<file path="config.mk">
export PLATFORM = sky130hd
export DESIGN_NAME = segment_7_display
export DESIGN_NICKNAME = d
export VERILOG_FILES = /design/src/rtl/segment_7_display.sv
export SDC_FILE = /design/constraint.sdc
export NUM_CORES = 1
export LEC_CHECK = 0
export CORE_AREA = 2 2 39 41
export CTS_BUF_LIST = sky130_fd_sc_hd__clkbuf_4 sky130_fd_sc_hd__clkbuf_8
export CTS_CLUSTER_SIZE = 28
export DETAILED_ROUTE_END_ITERATION = 12
export DIE_AREA = 0 0 41 43
export GPL_TIMING_DRIVEN = 0
export PLACE_DENSITY = 0.65
export SLEW_MARGIN = 15
export SYNTH_ARGS = -nofsm -noshare
export SYNTH_HDL_FRONTEND = slang
export SYNTH_SLANG_ARGS = --single-unit
</file>
<file path="constraint.sdc">
create_clock -name clk -period 2.8 [get_ports clk]
set_clock_uncertainty 0.15 [all_clocks]
set_input_delay 0.56 -clock clk [delete_from_list [all_inputs] [get_ports clk]]
set_output_delay 0.56 -clock clk [all_outputs]
set_load 0.005 [all_outputs]
</file>
<file path="src/rtl/segment_7_display.sv">
// Registered single-digit BCD/hex to 7-segment decoder with blanking,
// lamp test and selectable output polarity. One clock of latency.
module segment_7_display #(
  parameter bit ACTIVE_LOW = 1'b0,
  parameter bit HEX_EN     = 1'b1
) (
  input  logic       clk,
  input  logic       rst,
  input  logic [3:0] i,
  input  logic       blank,
  input  logic       lamp_test,
  output logic       a,
  output logic       b,
  output logic       c,
  output logic       d,
  output logic       e,
  output logic       f,
  output logic       g,
  output logic       invalid
);

  // Segment vectors are ordered {a,b,c,d,e,f,g}, bit 6 = a.
  localparam logic [6:0] SEG_ALL_ON  = 7'b111_1111;
  localparam logic [6:0] SEG_ALL_OFF = 7'b000_0000;
  localparam logic [6:0] SEG_RESET   = ACTIVE_LOW ? SEG_ALL_ON : SEG_ALL_OFF;

  logic [6:0] glyph;
  logic       code_is_hex;
  logic [6:0] seg_logic_next;
  logic       invalid_next;
  logic [6:0] seg_phys_next;
  logic [6:0] seg_reg;
  logic       invalid_reg;

  assign code_is_hex = (i > 4'd9);

  always_comb begin
    glyph = SEG_ALL_OFF;
    case (i)
      4'h0: glyph = 7'b111_1110;
      4'h1: glyph = 7'b011_0000;
      4'h2: glyph = 7'b110_1101;
      4'h3: glyph = 7'b111_1001;
      4'h4: glyph = 7'b011_0011;
      4'h5: glyph = 7'b101_1011;
      4'h6: glyph = 7'b101_1111;
      4'h7: glyph = 7'b111_0000;
      4'h8: glyph = 7'b111_1111;
      4'h9: glyph = 7'b111_1011;
      4'hA: glyph = 7'b111_0111;
      4'hB: glyph = 7'b001_1111;
      4'hC: glyph = 7'b100_1110;
      4'hD: glyph = 7'b011_1101;
      4'hE: glyph = 7'b100_1111;
      4'hF: glyph = 7'b100_0111;
      default: glyph = SEG_ALL_OFF;
    endcase
  end

  // Priority: lamp test over blank over decode; reset is handled in the register.
  always_comb begin
    seg_logic_next = glyph;
    invalid_next   = 1'b0;
    if (lamp_test) begin
      seg_logic_next = SEG_ALL_ON;
    end else if (blank) begin
      seg_logic_next = SEG_ALL_OFF;
    end else if (code_is_hex && !HEX_EN) begin
      seg_logic_next = SEG_ALL_OFF;
      invalid_next   = 1'b1;
    end
  end

  // Polarity is applied last so only the segment drives are affected.
  genvar gi;
  generate
    for (gi = 0; gi < 7; gi++) begin : g_polarity
      assign seg_phys_next[gi] = ACTIVE_LOW ? ~seg_logic_next[gi] : seg_logic_next[gi];
    end
  endgenerate

  always_ff @(posedge clk) begin
    if (rst) begin
      seg_reg     <= SEG_RESET;
      invalid_reg <= 1'b0;
    end else begin
      seg_reg     <= seg_phys_next;
      invalid_reg <= invalid_next;
    end
  end

  assign {a, b, c, d, e, f, g} = seg_reg;
  assign invalid               = invalid_reg;

endmodule

</file>
# Word level (Yosys, flattened, before mapping)
# Memories as Yosys holds them, arrays and structs flattened.
# Cells that the tools add are included.
# W data, S select, Z words.
totals:
  romBits: 112
  word_cells: 4
  ff_bits: 7
  mem_count: 1
mem_list:
  columns: ["name", "words", "word_bits", "rd", "rd_ports_with_merged_regs", "wr", "line_no", "text"]
  rows:
  - ["(no name shown)", 16, 7, 1, 0, 0, "39", "case (i)"]
classes:
  muxes: 2
ops:
  columns: ["operator", "count"]
  rows:
  - ["$mux W7", 2]

# Depth between registers and ports, before layout
# An unclocked memory read counts as a cell.
logic_depth:
  ltp_word: 3
  depth_mapped: 5
  mapped_depth_nobuf: 5

# Worst setup path before layout
# No wires, ideal clock.
synth_timing:
  path_type: "in2reg"
  startpoint: "input i[0]"
  endpoint: "register seg_reg[3]"
  required_time_ns: 2.528
  slack_ns: 1.185
  n_path_buf: 0
  arrival_time_ns: 1.344
  cell_stages: 5
  setup_time_ns: 0.122
  path_cell_list: "inv_1 > ha_1 > nand2b_2 > o21ai_0 > a221o_1"
synth_via:
  elab_chain_len: 3
synth_rtl:
  columns: ["item", "line_no", "text"]
  rows:
  - ["from (decl)", "9", "input logic [3:0] i,"]
  - ["$mem_v2 Z16 W7", null, null]
  - ["$mux W7", "66", "end else if (blank) begin"]
  - ["$mux W7", "64", "if (lamp_test) begin"]
  - ["to (signal assigned)", "87", "seg_reg <= seg_phys_next;"]
  - ["to (decl)", "32", "logic [6:0] seg_reg;"]
# Every way passes these cells.
# A chain may end at the register's enable or synchronous reset.

# Final worst setup path
layout_timing:
  startpoint: "input i[1]"
  endpoint: "register seg_reg[6]"
# The elaborated chain is that of the path after synthesis.

==> results.sh <==
export IMPL_status="finished, final reports clean"
export IMPL_postCtsSetupBuffers=0
export IMPL_place_gp_congestion=0.8139
export IMPL_grt_max_degree=11
export IMPL_antenna_found_initial=0
export IMPL_wl_per_cell_um=10.77
export IMPL_place_inst=84
export IMPL_p_comb_share_pct=25.5
export IMPL_ys_seq_area_share_pct=29.40
export IMPL_synth_top_area_share_pct=29.40
export IMPL_syn_avg_cell_area_sq_um=8.828
export IMPL_rows=14
export IMPL_ys_types=27
export IMPL_slew_violations=0
export IMPL_clk_path_buf_depth=2
export IMPL_clkTransAtPathRegs_ns=0.05
export IMPL_ios=16
export IMPL_yosys_area_share_simple_pct=21.78
export IMPL_grt_use_total_pct=13.86
export IMPL_muxShareOfSynthArea_pct=0
export IMPL_die_w_um=41
export IMPL_largest_reg_flops=7
export IMPL_min_path_cells=3
export IMPL_synth_edff_count=0
export IMPL_worstPathRequired_ns=2.78
export IMPL_numClockSinks=7
export IMPL_irDropWorstVdd_mv=0.1043
export IMPL_worst_slack_ns=0.7213
export IMPL_dp_hpwl_um=759.1
export IMPL_cp_arrival_ns=2.06
export IMPL_dr_pass1_iters=2
export IMPL_slowest_stage="clkdlybuf4s50_1"
export IMPL_stdcell_count=88
export IMPL_cts_tree="done"
export IMPL_drc=0
export IMPL_drt_total_wl_um=948
export IMPL_port_buffers=14
export IMPL_drive_gt1_share_pct=18.06
export IMPL_power_density_nw_per_um2=419.9
export IMPL_finalSetupViolations=0
export IMPL_place_ws_ns=0.4531
export IMPL_grt_remaining_overflow=0
export IMPL_syn_nets=68
export IMPL_worst_setup_path_start_kind="input port"
export IMPL_synth_cells_most_frequent="7 x dfxtp_1, 6 x ha_1, 4 x o21ai_0"
export IMPL_internal_power_mw=0.2124
export IMPL_min_from="lamp_test"
export IMPL_postCtsHoldBufs=0
export IMPL_async_flop_share_pct=0
export IMPL_postRouteAntennaNets=0
export IMPL_leakagePower_nw=0.2795
export IMPL_hold_class="in -> reg"
export IMPL_critPathKind="in -> reg"
export IMPL_ys_seq_elements=7
export IMPL_cts_buffers_inserted=3
export IMPL_slowest_delay_ns=0.52
export IMPL_core_area_sq_um=1384
export IMPL_worstSetupEndpointType="flip-flop"
export IMPL_p_sw_mw=0.06768
export IMPL_n_antenna_cell=0
export IMPL_synth_area_sq_um=476.7
export IMPL_dieArea_sq_um=1763
export IMPL_cap_violations=0
export IMPL_p_clk_share_pct=35.3
export IMPL_period_share_pct=74.24
export IMPL_ys_flop_type="dfxtp_1"
export IMPL_synth_xor_area_share_pct=0
export IMPL_nNetsFinal=87
export IMPL_synth_top_family_by_area="compound AO/OA/AOI/OAI gates"
export IMPL_synth_compound_area_share_pct=25.20
export IMPL_grt_pass1_vias=386
export IMPL_drtIter0Drc=7
export IMPL_start_util_pct=34.45
export IMPL_path_cells="clkdlybuf4s50_1 > inv_1 > ha_1 > nand2_1 > a21boi_0 > a221o_1"
export IMPL_synth_cells=54
export IMPL_min_period_ns=2.079
export IMPL_swShare_pct=24.17
export IMPL_hold_end="seg_reg[5]"
export IMPL_tns_ns=0
export IMPL_die_h_um=43
export IMPL_htreeDepth=1
export IMPL_viasPerCell=4.784
export IMPL_crit_fanout=6
export IMPL_yosys_area_top_type="dfxtp_1"
export IMPL_num_vias=421
export IMPL_yosys_warnings=0
export IMPL_hold_viol=0
export IMPL_sequentialPowerShare_pct=39.2
export IMPL_synth_top_cells_by_area="dfxtp_1 29%, ha_1 16%, a221o_1 6.3%"
export IMPL_postCtsResizedCells=0
export IMPL_cts_root_buf="clkbuf_4"
export IMPL_area_growth_pct=39.90
export IMPL_fmax_mhz=481.1
export IMPL_synth_most_common_cell="dfxtp_1"
export IMPL_rsz0062_at_grt="no"
export IMPL_grt_first_pass_wirelength_um=1649
export IMPL_synth_fa_ha_area_share_pct=15.75
==> metal layers <==
metal	part of all wire (%)	global-route usage [%]
met2	48	19.38
met4	1.1	12.00
met3	3.8	1.571
met5	0	0
met1	47	17.68
==> cell families after synthesis <==
| group | after synthesis |
|---|---|
| other cells | 1 |
| flops | 7 |
| fa+ha+maj | 6 |
| compound gates | 17 |
| buf+inv | 6 |
| simple gates | 17 |
==> cells in the final DEF, fill, tap and decap left out, drive strengths merged <==
cell	netlist	routed
nor2b	3	3
buf	2	2
a221oi	1	1
ha	6	6
nand2b	3	3
nor2	4	4
and2b	1	1
a221o	3	3
nand3	2	2
a21oi	3	3
a311oi	1	1
a31oi	3	3
inv	4	4
a21boi	1	1
clkbuf	0	4
conb	1	1
clkdlybuf4s50	0	14
o21bai	1	1
nor3	2	2
dfxtp	7	7
o21ai	4	4
nand2	2	2
==> power groups by stage <==
stage,clock network (mW),registers [mW],logic (mW)
global placement,0,0.112,0.0709
finish,0.0988,0.110,0.0713
floorplan,0,0.113,0.0323
CTS,0.102,0.110,0.0718
detailed placement,0,0.112,0.0716
global route,0.109,0.111,0.0806
==> worst max-delay path by stage <==
stage / start / endpoint / slack, ns / depth (start not counted)
floorplan: i[0] / seg_reg[3] / 1.18 / 5
global placement: i[1] / seg_reg[6] / 0.48 / 6
detailed placement: i[1] / seg_reg[6] / 0.45 / 6
CTS: i[1] / seg_reg[6] / 0.72 / 6
global route: i[1] / seg_reg[6] / 0.63 / 6
finish: i[1] / seg_reg[6] / 0.72 / 6
==> per-stage QoR <==
stage          area [sq um]  utilization [%]  hold WS, ns  total power [mW]
2_1_floorplan         476.7                -       0.4724            0.1456
3_3_place_gp          636.9            46.02        1.094            0.1826
3_5_place_dp          636.9            46.02        1.089            0.1836
4_1_cts               666.9            48.19       0.8274            0.2842
5_1_grt               666.9            48.19       0.8967            0.3000
6_report              666.9            48.19       0.8387            0.2800
==> area by class of cell <==
| class | instances | area [sq um] |
|---|---|---|
| Multi-Input combinational cell | 41 | 302.8 |
| Timing Repair Buffer | 14 | 140.1 |
| Inverter | 4 | 15.01 |
| Sequential cell | 7 | 140.1 |
| Clock buffer | 4 | 30.03 |
| Tap cell | 16 | 20.02 |
| Fill cell | 145 | 716.9 |
| Buffer | 2 | 18.77 |
==> critical path, delay by kind of cell <==
family / cells / cell delay (ns)
compound gates: 2 / 0.50
fa+ha+maj: 1 / 0.22
buf+inv: 2 / 0.67
simple gates: 1 / 0.10
Power figures use the tool's default switching activity.
